[config.mk]
export PLATFORM = sky130hd
export DESIGN_NAME = serial_sram_writer
export DESIGN_NICKNAME = d
export VERILOG_FILES = /design/src/rtl/serial_pkg.sv /design/src/rtl/serial_edge_sync.sv /design/src/rtl/serial_sram_writer.sv
export SDC_FILE = /design/constraint.sdc
export NUM_CORES = 1
export LEC_CHECK = 0
export CAP_MARGIN = 20
export CORE_ASPECT_RATIO = 0.6
export CORE_MARGIN = 10
export CORE_UTILIZATION = 54
export DETAILED_ROUTE_END_ITERATION = 7
export GPL_ROUTABILITY_DRIVEN = 0
export PLACE_DENSITY = 0.76
export SYNTH_ARGS = -nofsm -noshare
export SYNTH_HDL_FRONTEND = slang
export SYNTH_HIERARCHICAL = 1
export SYNTH_SLANG_ARGS = --single-unit
[constraint.sdc]
create_clock -name wb_clk_i -period 6.45 [get_ports wb_clk_i]
set_input_delay 0.645 -clock wb_clk_i [delete_from_list [all_inputs] [get_ports wb_clk_i]]
set_output_delay 0.645 -clock wb_clk_i [all_outputs]
set_load 0.01 [all_outputs]
[src/rtl/serial_pkg.sv]
// Shared definitions for the serial receive path (serial_sram_writer and
// serial_edge_sync): default geometry and the two FSM state types.
package serial_pkg;

  localparam int unsigned LANES_C       = 3;   // serial data lanes
  localparam int unsigned DATA_W_C      = 16;  // bits per word per lane
  localparam int unsigned ADDR_W_C      = 18;  // SRAM word-address width
  localparam int unsigned SYNC_STAGES_C = 2;   // synchroniser depth

  typedef enum logic {IDLE, FRAME}    frame_state_t;
  typedef enum logic {W_IDLE, W_WRITE} wr_state_t;

endpackage

[src/rtl/serial_edge_sync.sv]
// Multi-stage synchroniser with rising/falling edge detect for a bundle of
// asynchronous inputs. All bits pass through the same number of stages so
// that signals launched together stay aligned after synchronisation.
//   clk_i   : system clock
//   rst_i   : synchronous active-high reset, clears every flop
//   d_i     : asynchronous input bundle
//   q_o     : synchronised bundle
//   rise_o  : one-cycle pulse per bit on a synchronised 0->1 transition
//   fall_o  : one-cycle pulse per bit on a synchronised 1->0 transition
module serial_edge_sync #(
  parameter int W           = 1,
  parameter int SYNC_STAGES = 2
) (
  input  logic         clk_i,
  input  logic         rst_i,
  input  logic [W-1:0] d_i,
  output logic [W-1:0] q_o,
  output logic [W-1:0] rise_o,
  output logic [W-1:0] fall_o
);

  logic [W-1:0] stage_q [SYNC_STAGES];
  logic [W-1:0] prev_q;

  // NOTE: sequential state uses non-blocking assignments so every stage
  // samples the value its predecessor held before the clock edge.
  always_ff @(posedge clk_i) begin
    if (rst_i) begin
      for (int s = 0; s < SYNC_STAGES; s++) stage_q[s] <= '0;
      prev_q <= '0;
    end else begin
      stage_q[0] <= d_i;
      for (int s = 1; s < SYNC_STAGES; s++) stage_q[s] <= stage_q[s-1];
      prev_q <= stage_q[SYNC_STAGES-1];
    end
  end

  assign q_o    = stage_q[SYNC_STAGES-1];
  assign rise_o = q_o & ~prev_q;
  assign fall_o = ~q_o & prev_q;

endmodule

[src/rtl/serial_sram_writer.sv]
// Receives a framed multi-lane serial stream, deserialises one DATA_W-bit
// word per lane and writes each word group to SRAM through a Wishbone master.
//   wb_clk_i / wb_rst_i : system clock, synchronous active-high reset
//   base_adr_i          : start word address, sampled at frame start
//   serial_clk_i/cyc_i/dat_i : asynchronous serial bit clock, frame, lanes
//   sram_wb_*           : Wishbone master write port
//   busy_o              : frame active or a word group still being written
//   overrun_o           : sticky, a group completed while the previous drained
//   partial_o           : sticky, frame ended mid-word
//   words_o             : words written in the current or last frame
module serial_sram_writer
  import serial_pkg::*;
#(
  parameter int ADDR_W      = ADDR_W_C,
  parameter int DATA_W      = DATA_W_C,
  parameter int LANES       = LANES_C,
  parameter int SYNC_STAGES = SYNC_STAGES_C
) (
  input  logic              wb_clk_i,
  input  logic              wb_rst_i,
  input  logic [ADDR_W-1:0] base_adr_i,
  input  logic              serial_clk_i,
  input  logic              serial_cyc_i,
  input  logic [LANES-1:0]  serial_dat_i,
  output logic              sram_wb_cyc_o,
  output logic              sram_wb_stb_o,
  output logic              sram_wb_we_o,
  output logic [ADDR_W-1:0] sram_wb_adr_o,
  output logic [DATA_W-1:0] sram_wb_dat_o,
  input  logic              sram_wb_ack_i,
  output logic              busy_o,
  output logic              overrun_o,
  output logic              partial_o,
  output logic [ADDR_W-1:0] words_o
);

  localparam int BW = (DATA_W > 1) ? $clog2(DATA_W) : 1;
  localparam int LW = (LANES > 1) ? $clog2(LANES) : 1;
  localparam int SW = LANES + 2;

  // Synchronised serial inputs: {clk, cyc, lanes}
  logic [SW-1:0]    sync_q, sync_rise, sync_fall;
  logic             sclk_rise, cyc_s, cyc_rise;
  logic [LANES-1:0] dat_s;
  logic             unused_sync;

  serial_edge_sync #(.W(SW), .SYNC_STAGES(SYNC_STAGES)) u_sync (
    .clk_i  (wb_clk_i),
    .rst_i  (wb_rst_i),
    .d_i    ({serial_clk_i, serial_cyc_i, serial_dat_i}),
    .q_o    (sync_q),
    .rise_o (sync_rise),
    .fall_o (sync_fall)
  );

  assign sclk_rise   = sync_rise[SW-1];
  assign cyc_s       = sync_q[SW-2];
  assign cyc_rise    = sync_rise[SW-2];
  assign dat_s       = sync_q[LANES-1:0];
  assign unused_sync = ^{sync_rise[LANES-1:0], sync_fall};

  // Frame-side state
  frame_state_t         frame_q;
  logic [SYNC_STAGES:0] flush_q;    // fills with ones once the synchroniser holds real input
  logic                 armed_q;    // cyc seen low since reset
  logic [BW-1:0]        bit_cnt_q, bit_cnt_d;
  logic [ADDR_W-1:0]    adr_cnt_q;
  logic [DATA_W-1:0]    shift_q [LANES];
  logic                 grp_done_q; // cycle E+1: shift registers hold a full group
  logic                 frame_start, grp_end;

  // Write-side state
  wr_state_t            wr_q;
  logic                 pend_q;
  logic [LW-1:0]        lane_q;
  logic [ADDR_W-1:0]    grp_adr_q;
  logic [DATA_W-1:0]    buf_q [LANES];

  // NOTE: every signal driven here gets a value on every path (defaults
  // first), so no latches are inferred.
  always_comb begin
    frame_start = 1'b0;
    grp_end     = 1'b0;
    bit_cnt_d   = bit_cnt_q;
    if (frame_q == IDLE && cyc_rise && armed_q) frame_start = 1'b1;
    if (sclk_rise) begin
      grp_end   = (bit_cnt_q == BW'(DATA_W-1));
      bit_cnt_d = grp_end ? '0 : bit_cnt_q + BW'(1);
    end
  end

  // Frame FSM and deserialiser
  // NOTE: the shift-register array is cleared on reset because a discarded
  // partial word must never leak into a later group.
  always_ff @(posedge wb_clk_i) begin
    if (wb_rst_i) begin
      frame_q    <= IDLE;
      flush_q    <= '0;
      armed_q    <= 1'b0;
      bit_cnt_q  <= '0;
      adr_cnt_q  <= '0;
      grp_done_q <= 1'b0;
      overrun_o  <= 1'b0;
      partial_o  <= 1'b0;
      for (int l = 0; l < LANES; l++) shift_q[l] <= '0;
    end else begin
      flush_q    <= {flush_q[SYNC_STAGES-1:0], 1'b1};
      grp_done_q <= 1'b0;
      if (flush_q[SYNC_STAGES] && !cyc_s) armed_q <= 1'b1;
      if (grp_done_q) adr_cnt_q <= adr_cnt_q + ADDR_W'(LANES);

      case (frame_q)
        IDLE: begin
          if (frame_start) begin
            frame_q   <= FRAME;
            adr_cnt_q <= base_adr_i;
            bit_cnt_q <= '0;
            overrun_o <= 1'b0;
            partial_o <= 1'b0;
          end
        end
        FRAME: begin
          if (sclk_rise) begin
            for (int l = 0; l < LANES; l++)
              shift_q[l] <= {shift_q[l][DATA_W-2:0], dat_s[l]};
            bit_cnt_q <= bit_cnt_d;
            if (grp_end) begin
              // A busy buffer drops the group, but the address still
              // advances so later groups land where the source expects.
              if (pend_q) begin
                overrun_o <= 1'b1;
                adr_cnt_q <= adr_cnt_q + ADDR_W'(LANES);
              end else begin
                grp_done_q <= 1'b1;
              end
            end
          end
          // The edge above is processed before the frame closes.
          if (!cyc_s) begin
            frame_q   <= IDLE;
            bit_cnt_q <= '0;
            if (bit_cnt_d != '0) partial_o <= 1'b1;
          end
        end
        default: frame_q <= IDLE;
      endcase
    end
  end

  // Holding buffer and Wishbone write FSM
  always_ff @(posedge wb_clk_i) begin
    if (wb_rst_i) begin
      wr_q          <= W_IDLE;
      pend_q        <= 1'b0;
      lane_q        <= '0;
      grp_adr_q     <= '0;
      words_o       <= '0;
      sram_wb_cyc_o <= 1'b0;
      sram_wb_stb_o <= 1'b0;
      sram_wb_we_o  <= 1'b0;
      sram_wb_adr_o <= '0;
      sram_wb_dat_o <= '0;
      for (int l = 0; l < LANES; l++) buf_q[l] <= '0;
    end else begin
      if (grp_done_q) begin
        for (int l = 0; l < LANES; l++) buf_q[l] <= shift_q[l];
        grp_adr_q <= adr_cnt_q;
        pend_q    <= 1'b1;
      end
      if (frame_start) words_o <= '0;

      case (wr_q)
        W_IDLE: begin
          if (pend_q) begin
            wr_q          <= W_WRITE;
            lane_q        <= '0;
            sram_wb_cyc_o <= 1'b1;
            sram_wb_stb_o <= 1'b1;
            sram_wb_we_o  <= 1'b1;
            sram_wb_adr_o <= grp_adr_q;
            sram_wb_dat_o <= buf_q[0];
          end
        end
        W_WRITE: begin
          if (sram_wb_ack_i) begin
            words_o <= (frame_start ? '0 : words_o) + ADDR_W'(1);
            if (lane_q == LW'(LANES-1)) begin
              wr_q          <= W_IDLE;
              pend_q        <= 1'b0;
              sram_wb_cyc_o <= 1'b0;
              sram_wb_stb_o <= 1'b0;
              sram_wb_we_o  <= 1'b0;
            end else begin
              lane_q        <= lane_q + LW'(1);
              sram_wb_adr_o <= grp_adr_q + ADDR_W'(lane_q) + ADDR_W'(1);
              sram_wb_dat_o <= buf_q[lane_q + LW'(1)];
            end
          end
        end
        default: wr_q <= W_IDLE;
      endcase
    end
  end

  assign busy_o = (frame_q == FRAME) || pend_q;

endmodule

---- Yosys cells after proc, flatten, opt, wreduce, memory -nomap -nowiden ----
Memories as Yosys holds them, arrays and structs flattened.
Cells that the tools add are included.
cells by class
  add/subtract/negate cells ............... 6
  eq/ne operators ......................... 13
  muxes and demuxes ....................... 71
  bitwise gates (word level) .............. 14
  reduce and logical (&&, ||, !) cells .... 12
operators with widths
  kind                                                              number
  18-bit two-way mux                                                11
  16-bit two-way mux                                                9
  18-bit case mux with 2 select lines                               2
  18-bit by 1-bit adder with 18-bit output (second input constant)  2
  16-bit case mux with 2 select lines                               1
  1-bit two-way mux                                                 31
  4-bit two-way mux                                                 5
  18-bit by 2-bit adder with 18-bit output                          1
  18-bit by 2-bit adder with 18-bit output (second input constant)  1
  2-bit != test (second input constant)                             6
  5-bit two-way mux                                                 2
  1-bit case mux with 2 select lines                                5
  3-bit AND reduction                                               3
  2-bit by 1-bit != test with 1-bit output (second input constant)  4
  1-bit OR                                                          8
  4-bit case mux with 2 select lines                                1
  2-bit two-way mux                                                 3
  5-bit AND                                                         1
  5-bit NOT                                                         1
  4-bit by 1-bit adder with 4-bit output (second input constant)    1
  4-bit equality test (second input constant)                       1
  1-bit NOT                                                         4
  2-bit case mux with 2 select lines                                1
  4-bit AND reduction                                               1
  other kinds (9)                                                   11
word-level totals
  register bits ........................... 110
  memory bits (writable) .................. 106
  input bits .............................. 26
  output and inout port bits .............. 58
  logic and storage cells ................. 137
  memories kept ........................... 3
memory list
  memory          depth  width  read ports  clocked after Yosys merged registers in  wr ports  RTL line                  text
  buf_q           3      16     2           0                                        3         serial_sram_writer.sv:77  logic [DATA_W-1:0] buf_q [LANES];
  shift_q         3      16     3           0                                        3         serial_sram_writer.sv:68  logic [DATA_W-1:0] shift_q [LANES];
  u_sync.stage_q  2      5      2           0                                        2         serial_edge_sync.sv:22    logic [W-1:0] stage_q [SYNC_STAGES];

---- Longest topological paths before layout ----
Gate-level depths: netlist of run 1.
  depth in word-level cells ............... 9
  mapped depth ............................ 10
  mapped depth without buffers ............ 9

---- By module ----
Netlist of run 1, hierarchy kept.
by module, submodules not included
  module              times used  cells each  area an instance (sq um)  seq. area each (sq um)
  serial_sram_writer  1           862         8829.7                    4984.8
  serial_edge_sync    1           46          533.0                     300.3

---- Worst setup path before layout of run 1 ----
OpenSTA, ideal clock, no wires.
  path kind ............................... in2reg
  start point ............................. input wb_rst_i
  end point ............................... memory shift_q[0][0] (netlist bit) (enable)
  arrival time ............................ 1.841 ns
  required time ........................... 5.865 ns
  path slack .............................. 4.024 ns
  stages on the path ...................... 3
  buffers on the path ..................... 1
  cell sequence ........................... inv_1 -> clkbuf_1 -> nand2_1
RTL lines
  item             RTL line                  text
  start, declared  serial_sram_writer.sv:20  input logic wb_rst_i,
  end, declared    serial_sram_writer.sv:68

==> results.txt, run 1 <==
Die height -> 121.2 um
Post-Syn Area -> 0.009220 sq mm
Top cell family by delay on the critical path -> simple AND/OR/NAND/NOR gates
Synthesized area per cell -> 10.32 sq um
Worst skew pair latency -> 0.50 ns
Max capacitance violation total -> 0
Post-place setup slack -> 3.558 ns
CTS root buf -> clkbuf_16
Area delta synth->final -> 17.32%
Drt via density -> 5.599
Worst VDD drop -> 0.1412 mV
Pleak -> 4.006 nW
GRT Resource Usage Total -> 17.63%
Layout cells sized above 1 -> 6.257%
CP Buf/Inv Count -> 0
IO Count -> 84
Cts bufs inserted -> 20
Slew @ Worst Pin -> 1.078 ns
DRC violations left -> 0
Worst Skew -> 0.01827 ns
Crit path time final -> 2.649 ns
Hold Buf Count CTS -> 0
Rows -> 36
Syn nets -> 926
DR iter-0 viols -> 645
Worst endpoint required time -> 6.82 ns
Number of global-route vias before repair -> 6137
Slowest CP cell -> and3b_1
Initial antenna violation count -> 0
Largest net degree at the start of global routing -> 71
WL/cell -> 17.52 um
Crit start category -> register
Final worst setup slack -> 3.801 ns
Crit-path max FO -> 25
Kind of critical path -> register to register
CP arrival -> 3.02 ns
Die W -> 188.7 um
Clk sinks -> 213
Initial Util -> 55.93%
Syn. warnings -> 6
Final hold viol count -> 0
Setup fix buffers added after clock tree synthesis -> 0
HP Class -> register to register
Pwr Density -> 247.2 mW/mm^2
# nets final -> 979
CTS clk-pin slew, worst paths -> 0.06 ns
First-pass GRT wire length -> 33450 um
RSZ-0062 raised after global routing -> false
Max Clock Freq -> 377.5 MHz
Relative slew slack -> 28.14%
Crit-path max cell delay -> 0.93 ns
Core area -> 0.01649 sq mm
GRT Residual Overflow -> 0
WL final -> 20800 um
Status -> finished, final reports clean
Element type at the critical path end -> register
TNS Setup -> 0 ns
Vias -> 6646
Antenna cells -> 0
CTS resizes -> 0
Pre-antenna DRT Iters -> 5
Clk buf depth -> 3
Max-slew violation count -> 0
Final Setup Violations -> 0
Tcrit/Tclk final -> 41.08%
Most common library cell in the layout ignoring fill and taps -> dfxtp_1
Most frequent cells in the layout -> 117 x dfxtp_1, 108 x nor2_1, 96 x edfxtp_1
CTS tree -> done
Synthesized instance count -> 893
Worst-path cell chain -> nor2b_1 -> and3b_1 -> nor2_1 -> a221o_1 -> o21ba_1 -> nor3_2
Die ar. -> 0.02287 sq mm
Detail Placement HPWL -> 13330 um
Post-route ant nets -> 0
CTS HTree Levels -> 1
Number of port buffers -> 83
-- final timing paths --
kind / to / depth (start not counted) / start / slack [ns]
max: adr_cnt_q[13]$_SDFF_PP0_ / 6 / u_sync/stage_q[0][8]$_SDFF_PP0_ / 3.80
min: flush_q[1]$_SDFF_PP0_ / 1 / flush_q[0]$_DFF_P_ / 0.44
max reg2reg: adr_cnt_q[13]$_SDFF_PP0_ / 6 / u_sync/stage_q[0][8]$_SDFF_PP0_ / 3.80
min reg2reg: flush_q[1]$_SDFF_PP0_ / 1 / flush_q[0]$_DFF_P_ / 0.44
-- worst reg2reg max path, delay by kind of cell, from the launching register on --
family / cells / cell delay, ns
AO/OA/AOI/OAI: 2 / 0.60
flip-flops: 1 / 0.43
AND/OR/NAND/NOR: 4 / 1.51
-- report_power, final --
group	internal [mW]	switching, mW
logic	0.0248	0.0397
registers	1.43	0.0112
clock network	0.669	0.497
total	2.13	0.548
-- metrics by stage --
| step | area [sq um] | power (mW) | utilization, % | hold slack (ns) | instances |
|---|---|---|---|---|---|
| floorplan | 9220 | 1.505 | - | 0.4138 | 893 |
| global placement | 10130 | 1.533 | 61.47 | 0.4169 | 1150 |
| detailed placement | 10130 | 1.535 | 61.47 | 0.4246 | 1150 |
| CTS | 10780 | 2.686 | 65.37 | 0.4398 | 1185 |
| global route | 10820 | 2.748 | 65.61 | 0.4557 | 1187 |
| finish | 10820 | 2.674 | 65.61 | 0.4381 | 1187 |
-- sequential cells by signal, indices dropped and copies added, names as in the netlist, 2 cells and up --
name	cells
shift_q	48
adr_cnt_q	18
u_sync/stage_q	10
bit_cnt_q	4
words_o	18
lane_q	2
flush_q	3
sram_wb_adr_o	18
grp_adr_q	18
buf_q	48
u_sync/prev_q	2
sram_wb_dat_o	16
-- routing by layer --
| layer | track usage, % | wire length [um] | up-vias |
|---|---|---|---|
| met3 | 4.104 | 1305 | 24 |
| li1 | - | - | 3276 |
| met1 | 26.82 | 10770 | 3141 |
| met5 | 0 | 0 | - |
| met4 | 4.640 | 341 | 0 |
| met2 | 24.26 | 8381 | 205 |
-- cell type report --
type                    instances  area (sq um)
fillers                      1308          5669
repair buffers                 93         928.4
well taps                     228         285.3
flip-flops and latches        213          5225
clock buffers                  29         580.6
multi-input cells             607          3694
clock inverters                 6         62.56
inverters                      11         41.29
No activity file was read; power rests on OpenSTA's default activity.
==> run 2: changes to the inputs <==
--- a/config.mk
+++ b/config.mk
@@ -8,7 +8,7 @@
 export CAP_MARGIN = 20
 export CORE_ASPECT_RATIO = 0.6
 export CORE_MARGIN = 10
-export CORE_UTILIZATION = 54
+export CORE_UTILIZATION = 52
 export DETAILED_ROUTE_END_ITERATION = 7
 export GPL_ROUTABILITY_DRIVEN = 0
 export PLACE_DENSITY = 0.76
==> constraint.sdc (replaced) <==
create_clock -name wb_clk_i -period 2.4 [get_ports wb_clk_i]
set_input_delay 0.24 -clock wb_clk_i [delete_from_list [all_inputs] [get_ports wb_clk_i]]
set_output_delay 0.24 -clock wb_clk_i [all_outputs]
set_load 0.01 [all_outputs]
==> run 2 against run 1 <==
Maximum frequency rose by 19%. Register-to-register slack got worse by 3.6 ns. Cell count grew 2.4%. Largest cell class unchanged.
==> results.txt, run 2 (synthesis gave the netlist of run 1 again) <==
TNS Setup -> 0 ns (unchanged)
Register area -> 0.005225 sq mm (unchanged)
Design area -> 0.01098 sq mm (+1.5%)
Combinational Power Share -> 2.6% (+0.2 points)
GRT Resource Usage Total -> 17.33% (-0.30 points)
Crit start category -> register
Hold_ws -> 0.2367 ns (-0.2013 ns)
Flop pwr share -> 54.9% (+0.9 points)
Tcrit/Tclk final -> 92.79% (+52 points)
Pint -> 5.608 mW (+160%)
Max-slew violation count -> 0 (unchanged)
Pwr Density -> 643.8 mW/mm^2 (+160%)
Worst skew pair latency -> 0.50 ns (about the same)
Multi-input logic area -> 0.003705 sq mm (+0.30%)
IO Count -> 84 (unchanged)
RSZ-0062 raised after global routing -> false
Worst Skew -> 0.02285 ns (+0.004584 ns)
Max capacitance violation total -> 0 (unchanged)
CTS clk-pin slew, worst paths -> 0.06 ns (about the same)
WL final -> 20880 um (+0.40%)
Status -> finished, final reports clean
# nets final -> 1001 (+2.2%)
Pleak -> 4.100 nW (+2.3%)
Area delta synth->final -> 19.09%
Clk network pwr share -> 42.5% (-1.1 points)
Die height -> 123.1 um (+1.6%)
Top Registers -> buf_q: 48 flops, shift_q: 48 flops
Antenna cells -> 0 (unchanged)
Crit path time final -> 2.227 ns (-0.4223 ns)
Fill count -> 1402 (+7.2%)
Max Clock Freq -> 449.0 MHz (+19%)
Post-route ant nets -> 0 (unchanged)
P_sw -> 1.462 mW (+170%)
Reg2reg start -> adr_cnt_q[0]$_SDFF_PP0_
Core area -> 0.01727 sq mm (+4.7%)
Worst VDD drop -> 0.5056 mV (+260%)
Clk buf depth -> 3 (unchanged)
Largest net degree at the start of global routing -> 63 (-11%)
Drt via density -> 5.641 (+0.76%)
First-pass GRT wire length -> 33350 um (-0.29%)
Crit-path max FO -> 6 (-76%)
Element type at the critical path end -> register
Post-place setup slack -> 0.08888 ns (-3.469 ns)
Clk sinks -> 213 (unchanged)
Vias -> 6860 (+3.2%)
CTS root buf -> clkbuf_16
Initial antenna violation count -> 0 (unchanged)
Rows -> 37 (+2.8%)
Initial Util -> 53.39% (-2.5 points)
Power, Total -> 7.070 mW (+160%)
Sw frac -> 20.68% (+0.18 points)
CP arrival -> 2.64 ns (-0.38 ns)
Relative slew slack -> 52.10% (+24 points)
Die ar. -> 0.02363 sq mm (+3.3%)
GRT Residual Overflow -> 0 (unchanged)
HP Start -> wb_rst_i
CTS tree -> done
Worst Setup SP -> adr_cnt_q[0]$_SDFF_PP0_
CTS HTree Levels -> 1 (unchanged)
HP Class -> primary input to register
Most frequent cells in the layout -> 117 x dfxtp_1, 108 x nor2_1, 96 x edfxtp_1
Final Setup Violations -> 0 (unchanged)
Layout cells sized above 1 -> 7.841% (+1.6 points)
Final hold viol count -> 0 (unchanged)
Placed standard-cell area -> 0.01035 sq mm (+2.1%)
Cts bufs inserted -> 20 (unchanged)
Final worst setup slack -> 0.1730 ns (-3.628 ns)
Die W -> 191.9 um (+1.7%)
Number of port buffers -> 83 (unchanged)
DRC violations left -> 0 (unchanged)
Slew @ Worst Pin -> 0.7184 ns (-0.3594 ns)
DR iter-0 viols -> 538 (-17%)
WL/cell -> 17.17 um (-2.0%)
Kind of critical path -> register to register
Worst endpoint required time -> 2.81 ns (-4.01 ns)
Most common library cell in the layout ignoring fill and taps -> dfxtp_1
Pre-antenna DRT Iters -> 5 (unchanged)
Detail Placement HPWL -> 14070 um (+5.6%)
Number of global-route vias before repair -> 6257 (+2.0%)
[run 2: timing repair]
action | CTS | global route
hold buffers | 0 | 0
resized for setup | 0 | 3
setup buffers | 0 | 1
setup endpoints to repair | 0 | 13
endpoints found under the hold margin | 0 | 0
[run 2: worst max-delay path: stages, from the launching register on]
cell and delay, ns:
dfxtp_1 0.41, inv_1 0.07, ha_1 0.27, nand4b_1 0.31, or2_1 0.29, mux2i_1 0.19, buf_4 0.15, nand2_1 0.06
xor2_1 0.15, a211oi_1 0.23
[run 2: power by group through the flow]
stage / registers, mW / logic [mW] / clock network, mW
finish: 3.88 / 0.185 / 3.01
CTS: 3.88 / 0.187 / 3.07
detailed placement: 3.96 / 0.186 / 0
floorplan: 3.95 / 0.0959 / 0
global route: 3.88 / 0.202 / 3.18
global placement: 3.95 / 0.183 / 0
[run 2: layout make-up]
cell class	count	share of cell area [%]
sequential	213	47.58
multi-input combinational	607	33.74
timing repair buffer	115	10.07
clock buffer	28	4.923
tap	234	2.666
clock inverter	8	0.6381
inverter	11	0.3760
[run 2: per-stage QoR]
stage,utilization (%),std cells
after floorplan,-,893
after global placement,59.94,1179
after detailed placement,59.94,1179
after CTS,63.48,1215
after global routing,63.59,1216
final,63.59,1216
[run 2: routing by layer]
layer  track usage, %  share of wire [%]
met2            23.58                 39
met4            3.547                1.3
met3            4.809                9.7
met1            26.53                 50
met5                0                  0
[run 2: path summary, 6_finish.rpt]
kind                         endpoint  slack (ns)  depth (start not counted)
max          adr_cnt_q[12]$_SDFF_PP0_        0.17                          9
min                flush_q[0]$_DFF_P_        0.24                          2
max reg2reg  adr_cnt_q[12]$_SDFF_PP0_        0.17                          9
min reg2reg     flush_q[2]$_SDFF_PP0_        0.43                          1
==> run 3: changes to the inputs <==
--- a/config.mk
+++ b/config.mk
@@ -11,7 +11,9 @@
 export CORE_UTILIZATION = 52
 export DETAILED_ROUTE_END_ITERATION = 7
 export GPL_ROUTABILITY_DRIVEN = 0
+export HOLD_SLACK_MARGIN = 0.06
 export PLACE_DENSITY = 0.76
+export SKIP_LAST_GASP = 1
 export SYNTH_ARGS = -nofsm -noshare
 export SYNTH_HDL_FRONTEND = slang
 export SYNTH_HIERARCHICAL = 1
==> results of run 3 <==
No change in the layout: final DEF, timing and power equal those of run 2.
